### config.mk
export PLATFORM = sky130hd
export DESIGN_NAME = x_500_mod_4051_loader
export DESIGN_NICKNAME = d
export VERILOG_FILES = /design/src/rtl/x_500_mod_4051_loader.sv
export SDC_FILE = /design/constraint.sdc
export NUM_CORES = 1
export LEC_CHECK = 0
export ABC_AREA = 1
export CORE_AREA = 2 2 209 211
export CTS_BUF_LIST = sky130_fd_sc_hd__clkbuf_4
export DETAILED_ROUTE_END_ITERATION = 6
export DIE_AREA = 0 0 211 213
export GPL_TIMING_DRIVEN = 0
export HOLD_SLACK_MARGIN = 0.08
export PLACE_DENSITY = 0.74
export SLEW_MARGIN = 20
export SYNTH_ARGS = -nofsm -noshare
export SYNTH_HDL_FRONTEND = slang
export SYNTH_SLANG_ARGS = --single-unit
### constraint.sdc
create_clock -name clk -period 3.89 [get_ports clk]
set_clock_uncertainty 0.2 [all_clocks]
set_input_delay 0.778 -clock clk [delete_from_list [all_inputs] [get_ports clk]]
set_output_delay 0.778 -clock clk [all_outputs]
set_load 0.01 [all_outputs]
### src/rtl/x_500_mod_4051_loader.sv
// Word-serial assembler for the 500-bit X operand of x_500_mod_4051.
// Collects 16 LSW-first words and holds the finished operand stable until the consumer takes it.
module x_500_mod_4051_loader #(
    parameter int WORD_W  = 32,
    parameter int N_WORDS = 16,
    parameter int X_W     = 500
) (
    input  logic            clk,
    input  logic            rst_n,
    input  logic            in_valid,
    output logic            in_ready,
    input  logic [WORD_W:1] in_data,
    input  logic            in_first,
    output logic            out_valid,
    input  logic            out_ready,
    output logic [X_W:1]    out_x,
    output logic            out_trunc,
    output logic            resync_err
);

    localparam int CNT_W = $clog2(N_WORDS);
    localparam int LAST_W = X_W - (N_WORDS - 1) * WORD_W;
    localparam logic [CNT_W-1:0] LAST_IDX = CNT_W'(N_WORDS - 1);

    typedef enum logic [1:0] {IDLE, LOAD, HOLD} state_t;

    state_t           state;
    state_t           next_state;
    logic [CNT_W-1:0] cnt;
    logic             accept;
    logic             start_word;
    logic             resync;
    logic             store_next;

    assign in_ready  = (state != HOLD);
    assign out_valid = (state == HOLD);
    assign accept    = in_valid & in_ready;

    always_ff @(posedge clk) begin
        if (!rst_n) begin
            state <= IDLE;
        end else begin
            state <= next_state;
        end
    end

    // in_first always wins, so a first flag in the last-word slot restarts rather than completes.
    always_comb begin
        next_state = state;
        start_word = 1'b0;
        resync     = 1'b0;
        store_next = 1'b0;
        case (state)
            IDLE: begin
                if (accept && in_first) begin
                    start_word = 1'b1;
                    next_state = LOAD;
                end
            end
            LOAD: begin
                if (accept && in_first) begin
                    start_word = 1'b1;
                    resync     = 1'b1;
                end else if (accept) begin
                    store_next = 1'b1;
                    if (cnt == LAST_IDX) begin
                        next_state = HOLD;
                    end
                end
            end
            HOLD: begin
                if (out_ready) begin
                    next_state = IDLE;
                end
            end
            default: next_state = IDLE;
        endcase
    end

    always_ff @(posedge clk) begin
        if (!rst_n) begin
            cnt        <= '0;
            out_x      <= '0;
            out_trunc  <= 1'b0;
            resync_err <= 1'b0;
        end else begin
            resync_err <= resync;
            if (start_word) begin
                out_x[WORD_W:1] <= in_data;
                cnt             <= CNT_W'(1);
                out_trunc       <= 1'b0;
            end else if (store_next) begin
                if (cnt == LAST_IDX) begin
                    // Only the low LAST_W bits of the top word fit into X.
                    out_x[X_W:X_W-LAST_W+1] <= in_data[LAST_W:1];
                    out_trunc               <= |in_data[WORD_W:LAST_W+1];
                    cnt                     <= '0;
                end else begin
                    for (int k = 1; k < N_WORDS - 1; k++) begin
                        if (cnt == CNT_W'(k)) begin
                            out_x[k*WORD_W+1 +: WORD_W] <= in_data;
                        end
                    end
                    cnt <= cnt + CNT_W'(1);
                end
            end else if (state == HOLD && out_ready) begin
                out_trunc <= 1'b0;
            end
        end
    end

endmodule
==> metrics.md <==
| Metric | Value |
|---|---|
| DIE HEIGHT | `213 µm` |
| Maximum capacitance violations | `0` |
| Dpl cell area | `between 20,000 and 25,000 µm²` |
| Crit path kind | `reg -> out` |
| H-tree depth | `4` |
| Crit path cell chain | `inv_1 > nand2_1 > inv_1 > clkdlybuf4s50_1` |
| Worst setup EP type | `output pin` |
| Cts hold-fix bufs | `0` |
| WP data arrival | `2140 ps` |
| Sw Share | `25.2%` |
| Syn Std Cell Area | `about 18,000 µm²` |
| Worst-Margin Slew | `1270 ps` |
| Most common cell after layout, fill and taps aside | `nor2_1` |
| Crit-path max FO | `4` |
| Drt wl/cell | `21.3 µm` |
| Post-route ant nets | `0` |
| Total Power | `10.6 mW` |
| Final GP Congestion | `0.931` |
| Register bit count reported by yosys | `508` |
| Net count after synthesis | `approximately 2,400` |
| CTS Buffer Depth | `3` |
| Nets@finish | `3,119` |
| Fillers | `between 3,000 and 4,000` |
| Reg power frac | `49.7%` |
| Drt via density | `5.28` |
| Wirelength, routed | `78.8 mm` |
| Final Hold Fails | `0` |
| Clock transition at path regs | `60 ps` |
| Final Cell Area | `26,200 µm²` |
| Post-Route Utilization | `61.3%` |
| Commonest cells after routing, fill and taps aside | `nor2_1 (922), clkdlybuf4s50_1 (539), dfxtp_1 (508), o21ai_0 (407), clkbuf_4 (191)` |
| Post-synth EDFFs | `0` |
| # DRC | `0` |
| Layout cells sized above 1 | `10.2%` |
| Post_cts resized | `0` |
| Critical-path top delay cell | `clkdlybuf4s50_1` |
| Worst path required time | `2910 ps` |
| Cell row count | `76` |
| Total CTS buffers | `136` |
| Hold crit path type | `reg -> reg` |
| Pint | `around 8 mW` |
| Clk_lat worst skew | `860 ps` |
| Core area | `42,700 µm²` |
| Final Max Slew Viols | `0` |
| Global route total overflow | `0` |
| Setup violators final | `0` |
| Buffers added on ports | `539` |
| Status | `finished clean` |
| Main synth FF type | `dfxtp_1` |
| Synth Instances | `2,401` |
| Setup_tns | `0 ps` |
| Clock Power Share | `44.6%` |
| Static Leak | `approximately 10 nW` |
| Dpl hpwl | `57.8 mm` |
| Ys Warns | `0` |
| Unrepaired setup endpoints after global routing | `false` |
| Clock sinks | `508` |
| Maximum vdd drop | `~260 µV` |
| Post-CTS Setup Bufs | `0` |
| DR pass1 iterations | `5` |
| Synth async-reset ratio | `0%` |
| Die X | `211 µm` |
| Avg Inst Size Synth | `7.67 µm²` |
| Switching pwr | `approximately 2.7 mW` |
| Yosys cell types | `22` |
| Combinational Power Share | `5.8%` |
| Gr usage total | `between 30% and 40%` |
| First-pass GRT wire length | `112 mm` |
| Largest delay share family, worst path | `buffers and inverters` |
| Tmin final | `3120 ps` |
| Fin crit share | `80.3%` |
| Slew headroom | `about 16%` |
| Via Count | `~20,000` |
| Antenna violations before repair | `6` |
| CTS tree | `built` |
| Max Freq | `0.320 GHz` |
| Critical Path Max Stage Delay | `600 ps` |
| Register area share after synthesis | `a little under three fifths` |
| CP bufs+invs | `3` |
| Pin count of the biggest net entering global routing | `17` |
| Die area | `44,900 µm²` |
| I/O pins | `541` |
| Root Buffer | `clkbuf_4` |
| Setup crit start kind | `flip-flop` |
| Drt initial violations | `roughly 1,700` |
| Pwr Density | `roughly 400 nW/µm²` |
| Starting Density | `a little over two fifths` |
| Most frequent CP cell | `inv_1` |
| Vias in the first global route | `between 15,000 and 20,000` |
| Synthesis-to-finish area growth | `42.0%` |
routing by layer:
layer,up-vias,wire length (µm),track usage (%)
met1,9187,31300,42.1
met3,250,7950,9.49
met2,1097,35000,52.6
li1,9039,-,-
met5,-,27,0
met4,4,4500,20.1
logic make-up after synthesis:
kind of cell	after synthesis	share of synthesized area [%]
AND/OR/NAND/NOR	1169	25.0
flip-flops	508	55.2
adder cells (fa/ha/maj)	4	0.272
AO/OA/AOI/OAI	463	12.6
XOR/XNOR	1	0.0475
buffers and inverters	256	6.92
worst register-to-register path, stage by stage, from the launching register on:
cell	delay, ps
dfxtp_1	420
inv_1	90
ha_1	250
inv_1	110
nor2_1	50
nand2_1	250
clkbuf_1	400
o21ai_0	160
nor2_1	140
power by group through the flow:
stage | Combinational (mW) | Clock [mW] | Sequential, mW
2_1_floorplan | 0.271 | 0 | 5.37
3_3_place_gp | 0.581 | 0 | 5.36
3_5_place_dp | 0.589 | 0 | 5.36
4_1_cts | 0.592 | 4.76 | 5.25
5_1_grt | 0.644 | 5.04 | 5.24
6_report | 0.609 | 4.71 | 5.25
through the flow:
stage | instances | hold WS (ps) | worst slack [ps]
global placement | 3486 | 264 | 766
CTS | 3705 | 280 | 714
detailed placement | 3486 | 269 | 688
global route | 3706 | 298 | 647
finish | 3707 | 276 | 768
floorplan | 2401 | 283 | 1840
sequential cells by signal (all words and copies together), names as in the netlist:
register / flops
out_x: 500
cnt: 4
state: 2
out_trunc: 1
resync_err: 1
final cells by class:
| cell class | instances | area (µm²) | area share, % |
|---|---|---|---|
| plain buffers | 194 | 1050 | 4.00 |
| multi-input cells | 1637 | 6980 | 26.7 |
| diodes | 2 | 5.00 | 0.0191 |
| clock inverters | 28 | 214 | 0.818 |
| inverters | 62 | 233 | 0.889 |
| repair buffers | 539 | 5400 | 20.6 |
| well taps | 546 | 683 | 2.61 |
| flip-flops and latches | 508 | 10200 | 38.9 |
| clock buffers | 191 | 1430 | 5.48 |
path summary, 6_finish.rpt:
path                                 start          to  slack, ps  cells past startpoint
worst min-delay path            out_x[239]  out_x[239]        280                      2
worst max register to register      cnt[0]   out_x[87]       1730                      8
worst max-delay path              state[0]   out_valid        770                      4
worst min register to register  out_x[239]  out_x[239]        280                      2
synthesized netlist by cell type (2+ instances only):
library cell	n	area share, %
clkbuf_2	25	0.68
buf_2	27	0.73
buf_6	24	1.5
clkbuf_1	94	1.9
nand2_1	125	2.5
o21ai_0	407	11
inv_2	10	0.20
buf_4	14	0.57
nor2_1	922	19
ha_1	4	0.27
dfxtp_1	508	55
nor3_1	2	0.054
nand2_4	9	0.55
inv_1	51	1.0
nand3_1	104	2.8
nor2_2	6	0.20
buf_1	9	0.18
a21oi_1	56	1.5
Note: power is estimated with default switching activity, not from simulation.
